==> src/rtl/act_pkg.sv <==
// Shared types and constants for the activation unit.
// No logic; types only.
// Not applicable.
package act_pkg;

    // Activation function selected per beat.
    typedef enum logic [1:0] {
        RELU   = 2'd0,
        LEAKY  = 2'd1,
        CLAMP  = 2'd2,
        BYPASS = 2'd3
    } act_mode_e;

    // Width of the saturation event counter.
    localparam int SAT_CNT_W = 16;

endpackage

==> src/rtl/act_lane.sv <==
// One lane of activation followed by signed saturation to the output width.
// Purely combinational, zero latency.
// No flow control; the caller owns the handshake.
module act_lane
    import act_pkg::*;
#(
    parameter int IN_W    = 21,
    parameter int OUT_W   = 13,
    parameter int LEAK_SH = 3
) (
    input  logic signed [IN_W-1:0]  x,
    input  act_mode_e               mode,
    input  logic        [OUT_W-2:0] clamp_val,
    output logic signed [OUT_W-1:0] y,
    output logic                    sat
);

    // Output range limits expressed at the full input width so the comparison
    // sees every upper bit of the activation result.
    localparam logic signed [IN_W-1:0] Y_MAX = {{(IN_W-OUT_W+1){1'b0}}, {(OUT_W-1){1'b1}}};
    localparam logic signed [IN_W-1:0] Y_MIN = {{(IN_W-OUT_W+1){1'b1}}, {(OUT_W-1){1'b0}}};

    logic signed [IN_W-1:0] act;
    logic signed [IN_W-1:0] clamp_ext;
    logic signed [IN_W-1:0] shifted;

    // The clamp ceiling is unsigned and narrower than the output, so a CLAMP
    // result can never reach the saturation limits.
    assign clamp_ext = signed'({{(IN_W-OUT_W+1){1'b0}}, clamp_val});
    assign shifted   = x >>> LEAK_SH;

    // Activation function at full input width.
    always_comb begin
        act = x;
        case (mode)
            RELU:    act = x[IN_W-1] ? '0 : x;
            LEAKY:   act = x[IN_W-1] ? shifted : x;
            CLAMP: begin
                if (x[IN_W-1])          act = '0;
                else if (x > clamp_ext) act = clamp_ext;
                else                    act = x;
            end
            BYPASS:  act = x;
            default: act = x;
        endcase
    end

    // Saturate to the output range and flag when the limit was applied.
    always_comb begin
        y   = act[OUT_W-1:0];
        sat = 1'b0;
        if (act > Y_MAX) begin
            y   = Y_MAX[OUT_W-1:0];
            sat = 1'b1;
        end else if (act < Y_MIN) begin
            y   = Y_MIN[OUT_W-1:0];
            sat = 1'b1;
        end
    end

endmodule

==> src/rtl/act_unit.sv <==
// Multi-lane activation unit with per-lane saturation flags and event counter.
// Two register stages: output valid two cycles after the input transfer.
// Valid/ready; a stage loads when empty or draining, so in_ready drops only with both stages full and out_ready low.
module act_unit
    import act_pkg::*;
#(
    parameter int N_CH    = 4,
    parameter int IN_W    = 21,
    parameter int OUT_W   = 13,
    parameter int LEAK_SH = 3
) (
    input  logic                       clk,
    input  logic                       rst_n,
    input  logic                       in_valid,
    output logic                       in_ready,
    input  logic [N_CH*IN_W-1:0]       in_data,
    input  act_mode_e                  mode,
    input  logic [OUT_W-2:0]           clamp_val,
    output logic                       out_valid,
    input  logic                       out_ready,
    output logic [N_CH*OUT_W-1:0]      out_data,
    output logic [N_CH-1:0]            out_sat,
    output logic [SAT_CNT_W-1:0]       sat_cnt,
    input  logic                       sat_clr
);

    if (OUT_W > IN_W) begin : g_bad_width
        $error("act_unit: OUT_W must not exceed IN_W");
    end

    logic                   s1_vld;
    logic [N_CH*IN_W-1:0]   s1_dat;
    act_mode_e              s1_mode;
    logic [OUT_W-2:0]       s1_clamp;

    logic [N_CH*OUT_W-1:0]  lane_y;
    logic [N_CH-1:0]        lane_sat;

    logic                   s2_adv;
    logic                   sat_inc;

    // Stage 2 moves when it is empty or the consumer takes its beat; stage 1
    // may then refill in the same cycle. in_valid never feeds in_ready.
    assign s2_adv   = !out_valid || out_ready;
    assign in_ready = !s1_vld || s2_adv;
    assign sat_inc  = out_valid && out_ready && (|out_sat);

    // Stage 1: capture the beat together with the mode and clamp it was sent with.
    always_ff @(posedge clk or negedge rst_n) begin
        if (!rst_n) begin
            s1_vld   <= 1'b0;
            s1_dat   <= '0;
            s1_mode  <= RELU;
            s1_clamp <= '0;
        end else if (in_ready) begin
            s1_vld <= in_valid;
            if (in_valid) begin
                s1_dat   <= in_data;
                s1_mode  <= mode;
                s1_clamp <= clamp_val;
            end
        end
    end

    for (genvar i = 0; i < N_CH; i++) begin : g_lane
        act_lane #(
            .IN_W    (IN_W),
            .OUT_W   (OUT_W),
            .LEAK_SH (LEAK_SH)
        ) u_lane (
            .x         (s1_dat[i*IN_W +: IN_W]),
            .mode      (s1_mode),
            .clamp_val (s1_clamp),
            .y         (lane_y[i*OUT_W +: OUT_W]),
            .sat       (lane_sat[i])
        );
    end

    // Stage 2: register lane results; hold everything while stalled.
    always_ff @(posedge clk or negedge rst_n) begin
        if (!rst_n) begin
            out_valid <= 1'b0;
            out_data  <= '0;
            out_sat   <= '0;
        end else if (s2_adv) begin
            out_valid <= s1_vld;
            if (s1_vld) begin
                out_data <= lane_y;
                out_sat  <= lane_sat;
            end
        end
    end

    // Count delivered beats with any saturated lane; sticks at all-ones, and a
    // clear coinciding with a counted beat leaves exactly that one beat counted.
    always_ff @(posedge clk or negedge rst_n) begin
        if (!rst_n) begin
            sat_cnt <= '0;
        end else if (sat_clr) begin
            sat_cnt <= sat_inc ? SAT_CNT_W'(1) : '0;
        end else if (sat_inc && (sat_cnt != '1)) begin
            sat_cnt <= sat_cnt + 1'b1;
        end
    end

endmodule

==> config.mk <==
export PLATFORM = sky130hd
export DESIGN_NAME = act_unit
export DESIGN_NICKNAME = d
export VERILOG_FILES = /design/src/rtl/act_pkg.sv /design/src/rtl/act_lane.sv /design/src/rtl/act_unit.sv
export SDC_FILE = /design/constraint.sdc
export NUM_CORES = 1
export LEC_CHECK = 0
export ABC_CLOCK_PERIOD_IN_PS = 3150
export CORE_ASPECT_RATIO = 1.75
export CORE_MARGIN = 4
export CORE_UTILIZATION = 56
export DETAILED_ROUTE_END_ITERATION = 10
export GPL_TIMING_DRIVEN = 0
export PLACE_DENSITY = 0.87
export SYNTH_ARGS = -nofsm -noshare
export SYNTH_HDL_FRONTEND = slang
export SYNTH_HIERARCHICAL = 1
export SYNTH_SLANG_ARGS = --single-unit
==> constraint.sdc <==
create_clock -name clk -period 3.15 [get_ports clk]
set_input_delay 0.63 -clock clk [delete_from_list [all_inputs] [get_ports clk]]
set_output_delay 0.63 -clock clk [all_outputs]
set_load 0.005 [all_outputs]
==> results of run 1 <==
## metrics by stage
stage | worst slack (ps) | utilization [%]
2_1_floorplan | 402.3 | -
3_3_place_gp | -5327 | 66.88
3_5_place_dp | -135.3 | 67.04
4_1_cts | 0.2369 | 69.80
5_1_grt | -36.79 | 70.35
6_report | 13.45 | 70.35
## worst max path at each step
stage,from,endpoint,slack (ps),cells past startpoint
after floorplan,s1_dat[20],out_data[10],400,8
after global placement,rst_n,s1_dat[10],-5330,1
after detailed placement,s1_clamp[10],out_data[50],-140,10
after CTS,s1_clamp[10],out_data[11],0.2,10
after global routing,s1_clamp[8],out_data[27],-40,11
final,s1_clamp[10],out_data[2],10,10
## per-layer routing
metal  vias up  share of wire (%)
met5         -                  0
met4         0                6.1
met3       138                5.8
met2       518                 52
met1      5318                 36
li1       4978                  -
## cells in the final DEF, fill, tap and decap left out, types with 47 or more instances in the layout
master	count
nand2_1	60
clkdlybuf4s50_1	174
o21ai_0	61
dfrtp_1	161
mux2_2	158
inv_1	59
nand3_1	50
ha_1	49
a21oi_1	60
clkbuf_1	47
## report_power, final
part / internal, mW / switching (mW) / total (mW)
logic: 1.70 / 1.44 / 3.14
registers: 2.69 / 0.616 / 3.31
clock network: 1.19 / 0.889 / 2.08
## registers in the layout (all words and copies together), names as in the netlist
name,flops
sat_cnt,16
s1_vld,1
out_sat,4
s1_mode,2
s1_dat,84
out_data,52
s1_clamp,12
out_valid,1
## area by class of cell
cell class | count | area [um2] | share of cell area (%)
repair buffers | 183 | 1834 | 12.46
well taps | 252 | 315.3 | 2.141
diodes | 1 | 2.502 | 0.01699
plain buffers | 78 | 350.3 | 2.379
inverters | 59 | 221.5 | 1.504
clock buffers | 22 | 454.2 | 3.084
flip-flops and latches | 172 | 4318 | 29.32
clock inverters | 10 | 116.4 | 0.7901
multi-input cells | 886 | 7114 | 48.31
## worst max-delay path: stages (launching register included)
cell	delay, ps
dfrtp_2	490
inv_1	90
ha_1	310
a21o_1	180
a211o_1	320
a2111oi_1	440
a211oi_2	90
buf_6	170
or4b_1	490
a32oi_1	280
mux2_2	200
## repair_timing
item                       4_1_cts  5_1_grt
setup endpoints to repair       35       46
pin swaps                        0        0
gates resized for setup          3       31
hold endpoints to repair         0        0
buffers inserted                 0        7
## cells by family (layout without fill, tap and decap cells)
logic type	Yosys count	count (layout)	synth area share, %
AND/OR/NAND/NOR	330	330	17.03
AO/OA/AOI/OAI	302	302	18.01
multiplexers	205	205	18.89
flip-flops	172	172	36.07
buffers and inverters	141	352	4.855
adder cells (fa/ha/maj)	49	49	5.138
other	0	1	0
==> impl_metrics.ini, run 1 <==
[grt]
first_global_vias = 10893
grt_pass1_wl_um = 56190
grt_usage_pct = 29.52
globalRouteMet3Util_pct = 4.921
grt_antenna_before_repair = 1
gr-total-overflow = 0
grt_util_met1_pct = 31.54
grt_busiest_layer = met2
use_met2_pct = 53.47
maximum_number_of_pins_on_one_net_before_global_route_repair = 111

[setup_path]
critPathCaptureType = flip-flop
r2r_slack_ps = 10
timing.critical_path.required_ps = 3520
worstReg2RegEnd = out_data[2]
critPathMaxFanout = 10
startpoint_type = flip-flop
crit_type = flip-flop to flip-flop
timing.reg2reg.worst_path_depth = 10
r2r_start = s1_clamp[10]
critical_path_data_arrival_time_ps = 3510

[sta]
finalWorstPathRequiredPeriod_ps = 3137
maxClockFrequency_mhz = 318.8
final_max_slew_viol_count = 0
hold-worst-slack_ps = 101.9
slew-limit-headroom_pct = 18.26
part_of_the_cycle_the_worst_path_needs_pct = 99.57
timing_hold_violations_final = 0
setup_violations = 0
timing_worst_slew_pin_value_ps = 1215
setup_total_negative_slack_ps = 0
final.setup_skew_ps = 8.900

[power_and_ir_drop]
cellPowerDensity_mw_per_mm2 = 579.1
ir_worst_vdd_v = 0.0004216
leakage_nw = 5.886
design_power_total_mw = 8.528

[clock_tree]
cts.reportedPaths.clkPinSlew_ps = 60
tritoncts = yes
ctsLongestPathBuffers = 2
clkSinkCount = 172
post_cts_hold_buffer_count = 0
clk-insertion-delay-late_ps = 440
tritoncts.num_buffers = 17
cts_htree_levels = 4
cts_root_buffer = clkbuf_16

[synthesis]
synth_ff_type = dfrtp_1
synth_most_common_cell = dfrtp_1
largest_area_contributor_in_the_synthesized_netlist = dfrtp_1
yosysTopAreaCellShare_pct = 36.07
synthCells = 1199
synth_cell_type_count = 57
number_of_enable_flip_flop_cells_after_synthesis = 0
cell_types_with_the_largest_area_share_after_synthesis = dfrtp_1 36%, mux2_2 15%, ha_1 5.1%, mux2i_1 3.6%, or4b_1 3.0%
post_synthesis_sequential_area_ratio_pct = 36.07
synth_nets = 1351
syn-cell-area_mm2 = 0.01193
synth.top_cells.by_count = 172 x dfrtp_1, 158 x mux2_2, 62 x o21ai_0
synth-seq-cells = 172
synthesis_warning_total = 6
share_of_flip_flops_with_an_asynchronous_set_or_reset_after_synthesis_pct = 100.0
synthesis.area_per_instance_um2 = 9.952

[floorplanning]
num_rows = 70
placeableCoreArea_mm2 = 0.02093
floorplan.die_area_mm2 = 0.02380
initial_core_utilization_pct = 57.01
ioPinCount = 177
die_height_um = 201.1
die_width_um = 118.3

[placed_design]
placed_cells_incl_taps = 1627
placed_cell_area_mm2 = 0.01403
dp_hpwl_um = 26540
numPortBuffers = 175
gpl.final_weighted_congestion = 0.9869

[layout]
fillCellCount = 1565
finish.instance_area_mm2 = 0.01473
layout-area-overhead-vs-synth_pct = 23.41
drive_above_1_share_pct = 19.08
fin_cells = 1663
finalNetCount = 1549

[route]
antenna_violating_nets_post_route = 0
drt_iter0_drc = 849
routed_via_density = 6.586
drt_pre_antenna_iters = 7
detail_route.wl_per_cell_um = 21.74
vias = 10952
totalWireLength_um = 36160
drt_drc_violations_left = 0

[hold_path]
min-delay-path-class = input pin to asynchronous set/reset pin

[flow_run]
maxCapViolations = 0

[run_status]
run_status = complete, no violations
Note: power is estimated with default switching activity, not from simulation.
==> inputs of run 2 (changes only) <==
--- a/config.mk
+++ b/config.mk
@@ -12,6 +12,7 @@
 export DETAILED_ROUTE_END_ITERATION = 10
 export GPL_TIMING_DRIVEN = 0
 export PLACE_DENSITY = 0.87
+export SLEW_MARGIN = 0
 export SYNTH_ARGS = -nofsm -noshare
 export SYNTH_HDL_FRONTEND = slang
 export SYNTH_HIERARCHICAL = 1
==> results of run 2 <==
Same layout as run 1: the final DEF is identical, and so are final timing and power.
==> inputs of run 3 (changes only) <==
--- a/config.mk
+++ b/config.mk
@@ -9,6 +9,7 @@
 export CORE_ASPECT_RATIO = 1.75
 export CORE_MARGIN = 4
 export CORE_UTILIZATION = 56
+export CTS_CLUSTER_DIAMETER = 150
 export DETAILED_ROUTE_END_ITERATION = 10
 export GPL_TIMING_DRIVEN = 0
 export PLACE_DENSITY = 0.87
==> results of run 3 <==
Same layout as run 1: the final DEF is identical, and so are final timing and power.
==> RTL change 1 (settings of run 1) <==
Register the input `mode` before use. The logic sees it one clock later. The other inputs are not delayed to match.
--- a/src/rtl/act_unit.sv
+++ b/src/rtl/act_unit.sv
@@ -24,4 +24,10 @@
     input  logic                       sat_clr
 );
+
+    act_mode_e mode_q;
+
+    always_ff @(posedge clk) begin
+        mode_q <= mode;
+    end
 
     if (OUT_W > IN_W) begin : g_bad_width
@@ -57,5 +63,5 @@
             if (in_valid) begin
                 s1_dat   <= in_data;
-                s1_mode  <= mode;
+                s1_mode  <= mode_q;
                 s1_clamp <= clamp_val;
             end
Check against the original RTL: not equivalent (a bounded check fails within 4 cycles, from zero or initial values and one cycle with rst_n low).
==> RTL change 1 against run 1 <==
- critical path depth is the same
- synthesized cell count about the same
- critical endpoint is now out_data[21]$_DFFE_PN0P_
- first-iteration DRC count rose by 16%
- wire length rose by 2.7%
- setup slack improved by 0.026 ns
- die area grew 0.42%
- via count is 1.3% higher
- final area grew 1.7%
- area after synthesis increased by 0.44%
- sequential cell count up 2
- power grew 2.6%
==> RTL change 1: results <==
[logic_synthesis]
synth_adder_area_share_pct = 5.12
async_reset_ff_share_pct = 98.9
yosys.cell_types.count = 62
synthTopCellsByArea = dfrtp_1 36%, mux2_2 15%, ha_1 5.1%
seq_area_frac_synth_pct = 36.2
synth_compound_area_share_pct = 17.9
yosys_most_used_dff = dfrtp_1
yosysWarnings = 6
syn_nets = 1350
synthMuxAreaShare_pct = 18.6
synth_common_cells = 172 x dfrtp_1, 160 x mux2_2, 64 x a21oi_1
synth-xor-area-share_pct = 0

[global_routing]
grt_pass1_wl_mm = 58.0
grt_pass1_vias = 11100
grt_max_degree = 121
grt_usage_pct = 30.1

[placed_design]
dpl_cell_area_um2 = 14100
hpwl_mm = 26.4
pre_cts_ws_ns = -0.317
gp_congestion = 0.945
port_buffers = 176

[finish]
fill_cells = 1557
drive_gt1_share_pct = 21.4
top_regs = s1_dat: 84 flops, out_data: 52 flops, sat_cnt: 16 flops
nets = 1556

[worst_setup_path]
cp_max_fo = 10
cp.arrival_ns = 3.49

[drt]
wl_per_cell_um = 22.2
first_pass_iters = 5
vias_per_cell = 6.64
first_iter_violations = 982

[pwr]
p_int_mw = 5.67
ir_worst_vdd_mv = 0.415
p_leak_nw = 5.97

[timing]
fin_skew_ns = 0.0133
worst_slew_pin_slew_ns = 0.765

[outcome]
status = finished clean

[die]
dieArea_um2 = 23900
RTL change 1: worst max-delay path, stage by stage, from the launching register on:
cell	delay (ns)
dfrtp_2	0.52
inv_1	0.09
ha_1	0.31
nand4b_1	0.18
or4_4	0.57
nor2_4	0.12
a211oi_2	0.07
buf_6	0.17
or4b_1	0.53
a32oi_2	0.29
mux2_2	0.20
RTL change 1: kinds of logic after synthesis:
kind of cell               count (synthesis)
AOI/OAI and AO/OA                        306
muxes                                    202
DFF                                      174
adders and majority gates                 49
and+or+nand+nor                          329
buffers and inverters                    138
RTL change 1: power groups by stage:
| stage | clock, mW | sequential (mW) | combinational (mW) |
|---|---|---|---|
| final | 2.20 | 3.34 | 3.21 |
| after global routing | 2.33 | 3.38 | 3.50 |
| after CTS | 2.22 | 3.31 | 3.09 |
| after detailed placement | 0 | 3.34 | 3.03 |
| after global placement | 0 | 3.33 | 2.93 |
| after floorplan | 0 | 3.13 | 1.78 |
RTL change 1: cell type report:
| type | count | area, um^2 | share of cell area (%) |
|---|---|---|---|
| tap | 252 | 315 | 2.10 |
| clock buffer | 19 | 453 | 3.02 |
| multi-input combinational | 886 | 7210 | 48.2 |
| buffer | 78 | 363 | 2.42 |
| inverter | 57 | 214 | 1.43 |
| clock inverter | 13 | 151 | 1.01 |
| sequential | 174 | 4360 | 29.1 |
| timing repair buffer | 190 | 1900 | 12.7 |
| antenna | 1 | 2.50 | 0.0167 |
RTL change 1: final timing paths:
path	from	end	slack, ns	cells after the start
worst max-delay path	s1_clamp[11]$_DFFE_PN0P_	out_data[21]$_DFFE_PN0P_	0.04	10
worst min-delay path	rst_n	s1_dat[73]$_DFFE_PN0P_	0.09	1
worst max register to register	s1_clamp[11]$_DFFE_PN0P_	out_data[21]$_DFFE_PN0P_	0.04	10
worst min register to register	mode_q[1]$_DFF_P_	s1_mode[1]$_DFFE_PN0P_	0.46	1
max in group asynchronous	rst_n	s1_clamp[2]$_DFFE_PN0P_	2.04	2
min in group clk	mode_q[1]$_DFF_P_	s1_mode[1]$_DFFE_PN0P_	0.46	1
RTL change 1: metal layers:
layer | wire (um) | GRT usage, % | part of all wire (%) | up-vias
met2 | 19200 | 53.0 | 52 | 609
met1 | 13300 | 34.2 | 36 | 5320
met4 | 2130 | 17.4 | 5.7 | 0
met5 | 0 | 0 | 0 | -
met3 | 2540 | 5.06 | 6.8 | 163
li1 | - | - | - | 5003
RTL change 1: per-stage QoR:
step | instances | util, %
2_1_floorplan | 1198 | -
6_report | 1670 | 71.3
5_1_grt | 1670 | 71.3
3_3_place_gp | 1626 | 66.9
4_1_cts | 1662 | 70.2
3_5_place_dp | 1627 | 67.1
RTL change 1: repair_timing:
action,4_1_cts,5_1_grt
buffers inserted,4,9
setup endpoints to repair,40,44
gates resized for setup,12,35
pin swaps,0,11
gates cloned,0,0
==> RTL change 2 (flow settings as in run 1) <==
Made on the original files. `N_CH`: 4 -> 6.
--- a/src/rtl/act_unit.sv
+++ b/src/rtl/act_unit.sv
@@ -5,5 +5,5 @@
     import act_pkg::*;
 #(
-    parameter int N_CH    = 4,
+    parameter int N_CH    = 6,
     parameter int IN_W    = 21,
     parameter int OUT_W   = 13,
Interface: changed (resized in_data, out_data and out_sat); port bits go from 177 to 247. The function was not compared with the original's and may differ.
==> RTL change 2 against run 1 <==
- the run now ends with setup timing left
- cell count is 46% higher
- final area is 48% higher
- power is 52% higher
- wire length is 60% higher
- die area is 41% higher
- area after synthesis is 44% higher
- maximum frequency is 1.8% lower
- sequential cell count is 70 higher
- setup slack worse by 0.058 ns
- critical path type unchanged
- largest cell class unchanged
- largest power group is now combinational logic
==> RTL change 2: results <==
[outcome]
status = finished with violations
violations = setup timing

[pwr]
ir_worst_vdd_mv = 0.552
p_leak_nw = 8.66

[worst_setup_path]
reg2reg_from = s1_clamp[11]$_DFFE_PN0P_
rr_worst_depth = 11
cp.arrival_ns = 3.69
cp_max_fo = 8
cpMaxStageDelayCell = or4_4

[cts]
clockBufferDepth = 3
clkSinkCount = 242
clkLatencyLatePin_ns = 0.56
h-tree-depth = 1

[timing]
layout_setup_ws_ns = -0.0445
setup_viol = 6
finalSetupTns_ns = -0.108
worst_slew_pin_slew_ns = 0.944
fin_skew_ns = 0.0214

[drt]
wl_per_cell_um = 23.9
vias_per_cell = 6.74
first_pass_iters = 6
postRouteWirelength_mm = 57.9
first_iter_violations = 1405

[placed_design]
dpl_cell_area_um2 = 20200
gp_congestion = 0.951

[finish]
drive_gt1_share_pct = 23.1
nets = 2237
top_regs = s1_dat: 126 flops, out_data: 78 flops, sat_cnt: 16 flops

[global_routing]
grt_pass1_wl_mm = 86.9
grt_pass1_vias = 16300
grt_max_degree = 112

[min_path]
hp-class = reg2reg

[logic_synthesis]
seq_area_frac_synth_pct = 35.3
syn_nets = 1940
synth_common_cells = 242 x dfrtp_1, 224 x mux2_2, 90 x o21ai_0
syn_inst = 1722
synthTopCellsByArea = dfrtp_1 35%, mux2_2 15%, ha_1 5.3%
==> RTL change 2: worst max path at each step <==
stage                        startpoint                       end  slack (ns)  cells past startpoint
3_5_place_dp   s1_clamp[10]$_DFFE_PN0P_  out_data[46]$_DFFE_PN0P_       -0.72                     10
4_1_cts        s1_clamp[10]$_DFFE_PN0P_  out_data[46]$_DFFE_PN0P_       -0.02                     10
6_report       s1_clamp[11]$_DFFE_PN0P_  out_data[60]$_DFFE_PN0P_       -0.04                     11
3_3_place_gp                      rst_n    s1_dat[78]$_DFFE_PN0P_       -8.50                      1
5_1_grt         s1_dat[103]$_DFFE_PN0P_  out_data[58]$_DFFE_PN0P_       -0.18                      7
2_1_floorplan  s1_clamp[10]$_DFFE_PN0P_  out_data[10]$_DFFE_PN0P_        0.35                     10
==> RTL change 2: layer usage <==
| layer | global-route usage [%] | vias to the layer above | share of wire [%] | routed length (um) |
|---|---|---|---|---|
| li1 | - | 7186 | - | - |
| met1 | 35.1 | 7922 | 34 | 19700 |
| met2 | 58.6 | 937 | 51 | 29400 |
| met3 | 4.73 | 290 | 7.9 | 4590 |
| met4 | 19.1 | 2 | 7.4 | 4290 |
| met5 | 0 | - | 0.026 | 15 |
==> RTL change 2: cells by family after synthesis <==
kind of cell | share of synthesized area, %
multiplexers | 18.6
AO/OA/AOI/OAI | 18.8
flip-flops | 35.3
adder cells (fa/ha/maj) | 5.32
AND/OR/NAND/NOR | 16.9
buffers and inverters | 5.10
==> RTL change 2: final cells by class <==
class | count | area (um^2)
fillers | 2148 | 8300
clock buffers | 28 | 657
clock inverters | 16 | 199
plain buffers | 117 | 543
inverters | 87 | 327
multi-input cells | 1270 | 10800
flip-flops and latches | 242 | 6100
well taps | 387 | 484
repair buffers | 277 | 2770
==> RTL change 2: through the flow <==
step	util (%)	hold slack (ns)
global route	72.5	0.517
floorplan	-	0.334
CTS	70.4	0.509
detailed placement	66.8	0.493
finish	72.5	0.506
global placement	66.6	0.488
==> RTL change 2: where the power goes <==
part / internal (mW) / switching (mW)
sequential: 3.82 / 0.982
combinational: 2.64 / 2.35
clock: 1.83 / 1.31
total: 8.29 / 4.65
==> RTL change 2: timing repair <==
| item | in CTS | in global routing |
|---|---|---|
| hold endpoints to repair | 46 | 0 |
| buffers inserted | 7 | 18 |
| pin swaps | 1 | 47 |
| cloned | 0 | 3 |
| hold buffers | 1 | 0 |
| resized for setup | 34 | 101 |
| endpoints found under the setup margin | 71 | 66 |
==> RTL change 2: worst max-delay path, delay by kind of cell (launching register included) <==
family | cells | cell delay (ns)
simple gates | 4 | 1.35
flops | 1 | 0.53
buf+inv | 3 | 0.40
fa+ha+maj | 1 | 0.36
compound gates | 2 | 0.31
mux | 1 | 0.18
